## config.mk

```make
export PLATFORM = sky130hd
export DESIGN_NAME = pot_weight_encoder_flat
export DESIGN_NICKNAME = d
export VERILOG_FILES = /design/src/rtl/pot_weight_encoder_if.sv /design/src/rtl/pot_weight_encoder.sv /design/src/flat_wrapper.sv
export SDC_FILE = /design/constraint.sdc
export NUM_CORES = 1
export LEC_CHECK = 0
export BUFFER_PORTS_ARGS = -buffer_cell sky130_fd_sc_hd__buf_2
export CAP_MARGIN = 20
export CORE_MARGIN = 3
export CORE_UTILIZATION = 56
export CTS_CLUSTER_SIZE = 12
export DETAILED_ROUTE_END_ITERATION = 7
export GPL_ROUTABILITY_DRIVEN = 1
export PLACE_DENSITY = 0.79
export SLEW_MARGIN = 25
export SYNTH_ARGS = -nofsm -noshare
export SYNTH_HDL_FRONTEND = slang
export SYNTH_SLANG_ARGS = --single-unit
```

## constraint.sdc

```tcl
create_clock -name clk -period 2.5 [get_ports clk]
set_clock_uncertainty 0.1 [all_clocks]
set_input_delay 0 -clock clk [delete_from_list [all_inputs] [get_ports clk]]
set_output_delay 0 -clock clk [all_outputs]
set_load 0.1 [all_outputs]
```

## src/rtl/pot_weight_encoder_if.sv

```systemverilog
// Valid/ready bundle between a weight source, the POT weight encoder and its consumer.
interface pot_weight_encoder_if #(
  parameter int VALUE_BIT_WIDTH  = 12,
  parameter int WEIGHT_BIT_WIDTH = 4
);
  logic                        in_valid;
  logic                        in_ready;
  logic [VALUE_BIT_WIDTH-1:0]  value;
  logic                        out_valid;
  logic                        out_ready;
  logic [WEIGHT_BIT_WIDTH-1:0] weight;
  logic                        zero;
  logic                        saturated;

  modport master (
    output in_valid, value, out_ready,
    input  in_ready, out_valid, weight, zero, saturated
  );

  modport slave (
    input  in_valid, value, out_ready,
    output in_ready, out_valid, weight, zero, saturated
  );
endinterface

```

## src/rtl/pot_weight_encoder.sv

```systemverilog
// Serial leading-one scan quantising a signed weight to a {sign, exponent} POT code.
// Define POT_ROUND_NEAREST_EN for round-to-nearest (ties up) instead of truncation.
module pot_weight_encoder #(
  parameter int VALUE_BIT_WIDTH  = 12,
  parameter int WEIGHT_BIT_WIDTH = 4
) (
  input logic                clk,
  input logic                rst_n,
  pot_weight_encoder_if.slave bus
);
  localparam int          N     = VALUE_BIT_WIDTH;
  localparam int          E     = WEIGHT_BIT_WIDTH - 1;
  localparam int unsigned EMAX  = (1 << E) - 1;
  localparam int          IDX_W = $clog2(N);

  localparam logic [IDX_W-1:0] IDX_TOP = IDX_W'(N - 1);
  localparam logic [IDX_W-1:0] IDX_ONE = IDX_W'(1);
  localparam logic [N-1:0]     ONE_N   = N'(1);

  typedef enum logic [1:0] {IDLE, SCAN, DONE} state_t;

  state_t                      state_q, state_d;
  logic                        sign_q, sign_d;
  logic [N-1:0]                mag_q, mag_d;
  logic [IDX_W-1:0]            idx_q, idx_d;
  logic [WEIGHT_BIT_WIDTH-1:0] weight_q, weight_d;
  logic                        zero_q, zero_d;
  logic                        sat_q, sat_d;
  logic                        out_valid_q;
  int unsigned                 p_val;
  logic [E-1:0]                e_val;

  always_ff @(posedge clk or negedge rst_n) begin
    if (!rst_n) begin
      state_q     <= IDLE;
      sign_q      <= 1'b0;
      mag_q       <= '0;
      idx_q       <= '0;
      weight_q    <= '0;
      zero_q      <= 1'b0;
      sat_q       <= 1'b0;
      out_valid_q <= 1'b0;
    end else begin
      state_q     <= state_d;
      sign_q      <= sign_d;
      mag_q       <= mag_d;
      idx_q       <= idx_d;
      weight_q    <= weight_d;
      zero_q      <= zero_d;
      sat_q       <= sat_d;
      out_valid_q <= (state_d == DONE);
    end
  end

  always_comb begin
    state_d  = state_q;
    sign_d   = sign_q;
    mag_d    = mag_q;
    idx_d    = idx_q;
    weight_d = weight_q;
    zero_d   = zero_q;
    sat_d    = sat_q;
    p_val    = '0;
    e_val    = '0;

    unique case (state_q)
      IDLE: begin
        if (bus.in_valid) begin
          sign_d  = bus.value[N-1];
          // Unsigned N-bit negate: the most negative input maps to 2**(N-1) cleanly.
          mag_d   = bus.value[N-1] ? (~bus.value + ONE_N) : bus.value;
          idx_d   = IDX_TOP;
          state_d = SCAN;
        end
      end
      SCAN: begin
        if (mag_q[idx_q]) begin
          p_val = {{(32-IDX_W){1'b0}}, idx_q};
`ifdef POT_ROUND_NEAREST_EN
          if (idx_q != '0 && mag_q[idx_q - IDX_ONE]) begin
            p_val = p_val + 1;
          end
`endif
          sat_d    = (p_val > EMAX);
          e_val    = sat_d ? '1 : E'(p_val);
          weight_d = {sign_q, e_val};
          zero_d   = 1'b0;
          state_d  = DONE;
        end else if (idx_q == '0) begin
          weight_d = '0;
          zero_d   = 1'b1;
          sat_d    = 1'b0;
          state_d  = DONE;
        end else begin
          idx_d = idx_q - IDX_ONE;
        end
      end
      DONE: begin
        if (bus.out_ready) begin
          state_d = IDLE;
        end
      end
      default: state_d = IDLE;
    endcase
  end

  assign bus.in_ready  = rst_n && (state_q == IDLE);
  assign bus.out_valid = out_valid_q;
  assign bus.weight    = weight_q;
  assign bus.zero      = zero_q;
  assign bus.saturated = sat_q;
endmodule
```

## src/flat_wrapper.sv

```systemverilog
// flat-port wrapper written by rule: the top's interface ports become plain ports
module pot_weight_encoder_flat 
#(
  parameter int VALUE_BIT_WIDTH  = 12,
  parameter int WEIGHT_BIT_WIDTH = 4
)
  (clk, rst_n, bus_in_valid, bus_value, bus_out_ready, bus_in_ready, bus_out_valid, bus_weight, bus_zero, bus_saturated);
  pot_weight_encoder_if #(.VALUE_BIT_WIDTH(VALUE_BIT_WIDTH), .WEIGHT_BIT_WIDTH(WEIGHT_BIT_WIDTH)) bus_i ();
  input logic clk;
  input logic rst_n;
  input wire logic [$bits(bus_i.in_valid)-1:0] bus_in_valid;
  input wire logic [$bits(bus_i.value)-1:0] bus_value;
  input wire logic [$bits(bus_i.out_ready)-1:0] bus_out_ready;
  output wire logic [$bits(bus_i.in_ready)-1:0] bus_in_ready;
  output wire logic [$bits(bus_i.out_valid)-1:0] bus_out_valid;
  output wire logic [$bits(bus_i.weight)-1:0] bus_weight;
  output wire logic [$bits(bus_i.zero)-1:0] bus_zero;
  output wire logic [$bits(bus_i.saturated)-1:0] bus_saturated;
  assign bus_i.in_valid = bus_in_valid;
  assign bus_i.value = bus_value;
  assign bus_i.out_ready = bus_out_ready;
  assign bus_in_ready = bus_i.in_ready;
  assign bus_out_valid = bus_i.out_valid;
  assign bus_weight = bus_i.weight;
  assign bus_zero = bus_i.zero;
  assign bus_saturated = bus_i.saturated;
  pot_weight_encoder #(.VALUE_BIT_WIDTH(VALUE_BIT_WIDTH), .WEIGHT_BIT_WIDTH(WEIGHT_BIT_WIDTH)) u_core (.clk(clk), .rst_n(rst_n), .bus(bus_i));
endmodule
```

# Word-level counts from Yosys, hierarchy flattened
# Cells that the tools add are included.
# word_totals
regBits	26
input_bits	16
output_inout_bits	8
word_cells	46
# classes
n_addsub	2
n_lt_le_gt_ge	2
n_eq_ne	6
mux	19
n_bitwise	1
n_reduce_logical	8
# op_table
operator	n
two-way mux 4 bit	5
adder 12 x 1 -> 12 bit (second input constant)	1
two-way mux 12 bit	1
NOT 12 bit	1
two-way mux 2 bit	4
case mux 4 bit (2 select lines)	1
inequality test 2 bit (second input constant)	3
case mux 2 bit (3 select lines)	1
less-than comparator 4 x 5 -> 1 bit (second input constant)	1
two-way mux 1 bit	5
binary-select mux 1 bit (select 4 bit)	1
== test 2 bit (second input constant)	2
greater-than comparator 4 x 3 -> 1 bit (second input constant)	1
logical NOT 4 bit	1
AND reduction 2 bit	2
AND reduction 4 bit	1
nonzero test 2 bit	2
subtractor 4 x 1 -> 4 bit (second input constant)	1
two-way mux 3 bit	1
== test 2 x 1 -> 1 bit (second input constant)	1
logical NOT 2 bit	1
logical AND 1 bit	1

# Longest topological paths before layout
# Gate-level depths: netlist of the first run.
# depth
depth_word	5
ltp_mapped	7
depth_no_buf	6

# Worst setup path after synthesis of the first run
# No wires, ideal clock.
# synth_timing
path_kind	register to register
start	reg u_core.idx_q[1]
end	reg u_core.weight_q[0], in the netlist u_core.bus.weight[0]
setup_ns	0.080
arrival_time_ns	1.770
t_required_ns	2.320
path_slack_ns	0.550
stages_incl_launch_ff	6
n_path_buf	1
synth_period_minus_slack_ns	1.950
path_cell_list	dfrtp_1 > buf_6 > mux2_4 > mux4_2 > o211ai_4 > mux2i_1
# synth_via
elab_chain_cells	4
elab_cells_between_ends	8
cone_classes	order compare (1); mux (4); reduce/logical (3)
# synth_rtl
item	line	text
from (decl)	pot_weight_encoder.sv:25	logic [IDX_W-1:0] idx_q, idx_d;
from (signal assigned)	pot_weight_encoder.sv:47	idx_q <= idx_d;
binary-select mux 1 bit (select 4 bit)	pot_weight_encoder.sv:77	if (mag_q[idx_q]) begin
two-way mux 1 bit (implied by the code)	pot_weight_encoder.sv:77	
nonzero test 2 bit (no line)	--	
AND reduction 2 bit (no line)	--	
to (signal assigned)	pot_weight_encoder.sv:48	weight_q <= weight_d;
to (decl)	pot_weight_encoder.sv:26	logic [WEIGHT_BIT_WIDTH-1:0] weight_q, weight_d;
# Several ways; a longest one is shown, not always the timed one. The select of a mux whose other input is x is not followed.
# A chain may end at the register's enable or synchronous reset.

# Worst setup path after layout of the first run
# layout_timing
start	reg u_core.idx_q[1]
end	reg u_core.weight_q[2], in the netlist u_core.bus.weight[2]
# Same word-level chain as after synthesis.

==> results_dict.tcl, run 1 <==
set metrics [dict create \
    status "finished, final reports clean" \
    cellLeakagePower_nw 0.876 \
    rr_startpoint "u_core.idx_q[1]" \
    max_cap_violations 0 \
    worst_skew_pair.late_latency_ps 310 \
    grtUsageMet2 0.388 \
    grt_max_degree 32 \
    cts.path.max_buffers 2 \
    synth_top_flop_cell "sky130_fd_sc_hd__dfrtp_1" \
    detail_route.wirelength_mm 3.14 \
    clock_h_tree_levels 1 \
    global_route_overflow 0 \
    timing.final.setup_violations 0 \
    diodes 0 \
    mostFrequentLayoutCell "sky130_fd_sc_hd__dfrtp_1" \
    worst_setup_hold_path_clk_slew_ps 130 \
    io_buffers 23 \
    final_antenna_net_count 0 \
    syn-num-nets 173 \
    synth_area_leader_cell "sky130_fd_sc_hd__dfrtp_1" \
    drcViolationCount 0 \
    die_y_um 58.6 \
    synth.avg_cell_area_um2 10.0 \
    synth_top_cell_area_share 0.420 \
    endpoint_kind "register" \
    via_count_of_the_first_global_routing_pass 1227 \
    timing.slew.headroom 0.634 \
    synth-edff-count 0 \
    core_region_area_mm2 0.00254 \
    destination_of_the_worst_register_to_register_timing_path "u_core.bus.weight[2]" \
    power-per-cell-area_mw_per_mm2 1160 \
    fillCellCount 199 \
    global_route.usage.met3 0.0132 \
    drt_first_pass_iters 4 \
    required_ps 2590 \
    synth.ff_latch_count 26 \
    worst-slew-pin-transition_ps 541 \
    globalRouteMet1Util 0.233 \
    cts_num_sinks 26 \
    die-area_mm2 0.00344 \
    finalCriticalPeriod_ps 2240 \
    r2r_slack_ps 260 \
    total_power_mw 2.14 \
    track_usage 0.203 \
    max_freq_ghz 0.447 \
    post-cts-setup-buffer-count 0 \
    final-max-slew-violation-count 0 \
    min_path_type "in2async" \
    dr.first_iter.drc_count 43 \
    grt_setup_unrepaired "false" \
    post_synth_num_cell_types 39 \
    worstRegToRegCells 4 \
    finalSetupTns_ps 0 \
    tritoncts.num_buffers 3 \
    post_cts_hold_buffer_count 15 \
    sequential_to_total_area_share_from_yosys_stat 0.420 \
    hold_ws_ps 86.5 \
    post-dp-hpwl_mm 2.31 \
    irDropWorstVdd_v 0.000990 \
    final.period_utilization 0.894 \
    cts.repair.resized 0 \
    tritoncts_clock_tree "built" \
    cp_data_arrival_time_ps 2320 \
    synth.cell_area_mm2 0.00155 \
    floorplan.initialDensity 0.609 \
    place_area_mm2 0.00168 \
    first_pass_grt_wire_length_mm 5.38 \
    nets 210 \
    crit_start "u_core.idx_q[1]" \
    via_count 1255 \
    area_growth_syn_to_layout_pct 19.5 \
    stdcell_area_mm2 0.00185 \
    critical_path.startpoint_type "register" \
    grt_antenna_before_repair 0 \
    site_rows 18 \
    root_buffer "sky130_fd_sc_hd__clkbuf_4" \
    asyncSetResetFlopFracSynth 1.00 \
    ratio_of_cells_with_drive_above_1_in_the_final_layout 0.232 \
    synth.yosys.warnings 0 \
    worst-setup-path-type "reg2reg" \
    wl_per_cell_um 14.3 \
    ys_top_cells_by_area "sky130_fd_sc_hd__dfrtp_1, sky130_fd_sc_hd__mux2i_1, sky130_fd_sc_hd__xor2_1" \
    timing_hold_violations_final 0 \
    die_w_um 58.6 \
    via_per_inst 5.70 \
    endpoint "u_core.bus.weight[2]" \
    commonest_cells_after_routing_fill_and_taps_aside "sky130_fd_sc_hd__dfrtp_1, sky130_fd_sc_hd__buf_2, sky130_fd_sc_hd__nor2_1" \
    grt_busiest_layer "met2" \
    cp_max_fo 13 \
    postSynthCellCount 155 \
    num_io_pins 24 \
    routabilityCongestion 0.847 \
]
## metrics by stage
step	utilization	setup WS, ps	std cells
floorplan	-	550	155
global placement	0.660	359	202
detailed placement	0.660	280	202
CTS	0.728	268	220
global route	0.728	114	220
finish	0.728	264	220
## synth_stat cells (2+ instances only)
cell	count
sky130_fd_sc_hd__nand3_1	2
sky130_fd_sc_hd__inv_1	11
sky130_fd_sc_hd__ha_1	2
sky130_fd_sc_hd__mux2_2	5
sky130_fd_sc_hd__nor2b_1	4
sky130_fd_sc_hd__xor2_1	8
sky130_fd_sc_hd__a21oi_1	11
sky130_fd_sc_hd__o31ai_1	3
sky130_fd_sc_hd__o41ai_1	2
sky130_fd_sc_hd__mux2i_1	11
sky130_fd_sc_hd__nor3_1	5
sky130_fd_sc_hd__o21ai_0	5
sky130_fd_sc_hd__nor3b_1	2
sky130_fd_sc_hd__mux4_2	3
sky130_fd_sc_hd__or4_1	2
sky130_fd_sc_hd__nand2_1	7
sky130_fd_sc_hd__a31o_2	3
sky130_fd_sc_hd__nand2b_1	2
sky130_fd_sc_hd__nor2_1	18
sky130_fd_sc_hd__clkbuf_1	5
sky130_fd_sc_hd__dfrtp_1	26
## critical path, stage by stage, from the launching register on
cell	delay (ps)
sky130_fd_sc_hd__dfrtp_1	680
sky130_fd_sc_hd__mux2_2	410
sky130_fd_sc_hd__mux4_2	510
sky130_fd_sc_hd__o211ai_4	260
sky130_fd_sc_hd__a21boi_0	150
## cell type report
class,count,area [um2],share of cell area
Sequential cell,26,651,0.351
Multi-Input combinational cell,110,820,0.443
Tap cell,30,37.5,0.0203
Inverter,11,41.3,0.0223
Timing Repair Buffer,40,280,0.151
Clock buffer,3,22.5,0.0122
## how the worst min path moves through the flow
stage,end,start,cells past startpoint
floorplan,u_core.bus.out_valid,rst_n,0
global placement,u_core.bus.zero,rst_n,2
detailed placement,u_core.bus.weight[0],rst_n,2
CTS,u_core.bus.weight[0],rst_n,3
global route,u_core.idx_q[2],rst_n,3
finish,u_core.bus.zero,rst_n,3
## sequential cells by signal (all words and copies together), names as in the netlist
name,cells
u_core.bus.weight,4
u_core.bus.saturated,1
u_core.idx_q,4
u_core.sign_q,1
u_core.bus.out_valid,1
u_core.bus.zero,1
u_core.mag_q,12
u_core.state_q,2
## power breakdown
| group | total [mW] | switching [mW] | leakage [nW] | internal [mW] |
|---|---|---|---|---|
| registers | 0.766 | 0.169 | 0.291 | 0.597 |
| logic | 1.21 | 0.780 | 0.571 | 0.427 |
| clock network | 0.171 | 0.115 | 0.0138 | 0.0564 |
| total | 2.14 | 1.06 | 0.876 | 1.08 |
## metal layers
metal / up-vias / part of all wire
li1: 617 / -
met1: 598 / 0.42
met2: 33 / 0.53
met3: 7 / 0.033
met4: 0 / 0.023
met5: - / 0
## kinds of logic (layout without fill, tap and decap cells)
family                   after synthesis  in the layout  share of synthesized area
multiplexers                          20             20                      0.161
AO/OA/AOI/OAI                         32             32                      0.151
flip-flops                            26             26                      0.420
AND/OR/NAND/NOR                       47             47                      0.150
XOR/XNOR                               9              9                     0.0509
adder cells (fa/ha/maj)                2              2                     0.0161
buffers and inverters                 19             54                     0.0517
No activity file was read; power rests on OpenSTA's default activity.
==> run 2: changes to the inputs <==
Settings changed: CORE_UTILIZATION 56 to 58, CTS_BUF_LIST set to sky130_fd_sc_hd__clkbuf_4 sky130_fd_sc_hd__clkbuf_8, PLACE_DENSITY 0.79 to 0.81.
==> run 2 against run 1 <==
  * Flip-flop and latch count did not move
  * Cell count stayed put
  * Setup slack got worse by 24 ps
  * Largest power group unchanged
==> results_dict.tcl, run 2 (synthesis gave the netlist of run 1 again) <==
set metrics [dict create \
    timing.final.setup_violations 0 \
    cellLeakagePower_nw 0.890 \
    max_freq_ghz 0.442 \
    ratio_of_cells_with_drive_above_1_in_the_final_layout 0.237 \
    tritoncts_clock_tree "built" \
    cp_data_arrival_time_ps 2420 \
    required_ps 2660 \
    wl_per_cell_um 14.7 \
    via_count 1274 \
    p_int_mw 1.19 \
    total_power_mw 2.27 \
    critical_path.startpoint_type "register" \
    endpoint_kind "register" \
    cts.repair.resized 0 \
    cts_num_sinks 26 \
    clock_h_tree_levels 1 \
    post-dp-hpwl_mm 2.29 \
    combinational_fraction_of_design_power 0.535 \
    core_region_area_mm2 0.00250 \
    routabilityCongestion 0.741 \
    die_y_um 57.7 \
    root_buffer "sky130_fd_sc_hd__clkbuf_4" \
    die-area_mm2 0.00333 \
    utilization 0.749 \
    grtUsageMet2 0.387 \
    timing_hold_violations_final 0 \
    finalSetupTns_ps 0 \
    cp_max_fo 13 \
    flip_flop_count_of_the_largest_register_after_layout 12 \
    cts.path.max_buffers 2 \
    worst_setup_hold_path_clk_slew_ps 140 \
    global_route.usage.met3 0.0312 \
    timing.slew.headroom 0.612 \
    first_pass_grt_wire_length_mm 5.51 \
    tritoncts.num_buffers 3 \
    status "finished, final reports clean" \
    via_per_inst 5.79 \
    mostFrequentLayoutCell "sky130_fd_sc_hd__dfrtp_1" \
    min_path_type "in2async" \
    floorplan.initialDensity 0.620 \
    site_rows 18 \
    final_antenna_net_count 0 \
    globalRouteMet1Util 0.238 \
    grt_max_degree 28 \
    nets 209 \
    via_count_of_the_first_global_routing_pass 1324 \
    max_flop_register "u_core.mag_q" \
    rr_startpoint "u_core.idx_q[1]" \
    grt_setup_unrepaired "false" \
    io_buffers 23 \
    power-per-cell-area_mw_per_mm2 1210 \
    max_cap_violations 0 \
    power_frac_clock 0.128 \
    worst_path_largest_cell_delay_ps 690 \
    worstRegToRegCells 4 \
    r2r_slack_ps 240 \
    grt_antenna_before_repair 0 \
    area_growth_syn_to_layout_pct 20.7 \
    irDropWorstVdd_v 0.00101 \
    switching_share 0.474 \
    final.period_utilization 0.904 \
    global_route_overflow 0 \
    final-max-slew-violation-count 0 \
    drcViolationCount 0 \
    track_usage 0.214 \
    worst-slew-pin-transition_ps 582 \
    dr.first_iter.drc_count 40 \
    finalCriticalPeriod_ps 2260 \
    detail_route.wirelength_mm 3.23 \
    worst_skew_pair.late_latency_ps 320 \
    drt_first_pass_iters 4 \
    diodes 0 \
    slowest_stage "sky130_fd_sc_hd__dfrtp_1" \
    die_w_um 57.7 \
    num_io_pins 24 \
    seqPwrFrac 0.337 \
    critical_path.cell_chain "mux2_2 -> mux4_2 -> o211ai_4 -> mux2i_1" \
    worst-setup-path-type "reg2reg" \
    destination_of_the_worst_register_to_register_timing_path "u_core.bus.weight[0]" \
    grt_busiest_layer "met2" \
    commonest_cells_after_routing_fill_and_taps_aside "sky130_fd_sc_hd__dfrtp_1, sky130_fd_sc_hd__buf_2, sky130_fd_sc_hd__nor2_1" \
    switching_power_mw 1.07 \
]
==> run 2: cell count changes in the layout (fill, tap and decap cells not counted), sizes merged <==
cell / delta
bufinv: +1
dlygate4sd3: -1
==> run 2: timing repair <==
action | 4_1_cts | 5_1_grt
buffers inserted | 0 | 0
hold buffers | 14 | 0
hold endpoints to repair | 41 | 0
==> run 2: power groups by stage <==
stage          Combinational (mW)  Clock, mW  Sequential, mW
2_1_floorplan               0.718          0            1.03
3_3_place_gp                 1.15          0           0.762
3_5_place_dp                 1.19          0           0.772
4_1_cts                      1.21      0.294           0.762
5_1_grt                      1.30      0.309           0.792
6_report                     1.21      0.290           0.764
==> run 2: per-stage QoR <==
stage	hold slack [ps]	area (um2)	std cells	worst slack, ps
after floorplan	-396	1550	155	550
after global routing	144	1870	220	143
after detailed placement	-69.6	1680	202	272
after CTS	100	1870	220	231
final	89.6	1870	220	240
after global placement	-85.1	1680	202	371
==> run 2: final cells by class <==
class,instances,area (um2)
inverters,11,41.3
multi-input cells,110,820
clock buffers,3,22.5
repair buffers,39,270
clock inverters,1,30.0
fillers,185,628
flip-flops and latches,26,651
well taps,30,37.5
==> run 2: how the worst max path moves through the flow <==
stage / to / cells after the start / from / slack (ps)
after floorplan: u_core.bus.weight[0] / 5 / u_core.idx_q[1] / 550
after global placement: u_core.bus.weight[3] / 4 / u_core.idx_q[1] / 370
after detailed placement: u_core.bus.zero / 4 / u_core.idx_q[1] / 270
after CTS: u_core.bus.zero / 4 / u_core.idx_q[1] / 230
after global routing: u_core.bus.weight[1] / 4 / u_core.idx_q[1] / 140
final: u_core.bus.weight[0] / 4 / u_core.idx_q[1] / 240
==> run 2: per-layer routing <==
| metal | vias to the layer above | routed length, um |
|---|---|---|
| li1 | 611 | - |
| met4 | 0 | 80 |
| met3 | 11 | 140 |
| met1 | 605 | 1350 |
| met2 | 47 | 1660 |
| met5 | - | 0 |
==> run 2: worst max-delay path, delay by kind of cell (launching register included) <==
family             cells  cell delay (ps)
muxes                  3             1140
DFF                    1              690
AOI/OAI and AO/OA      1              260
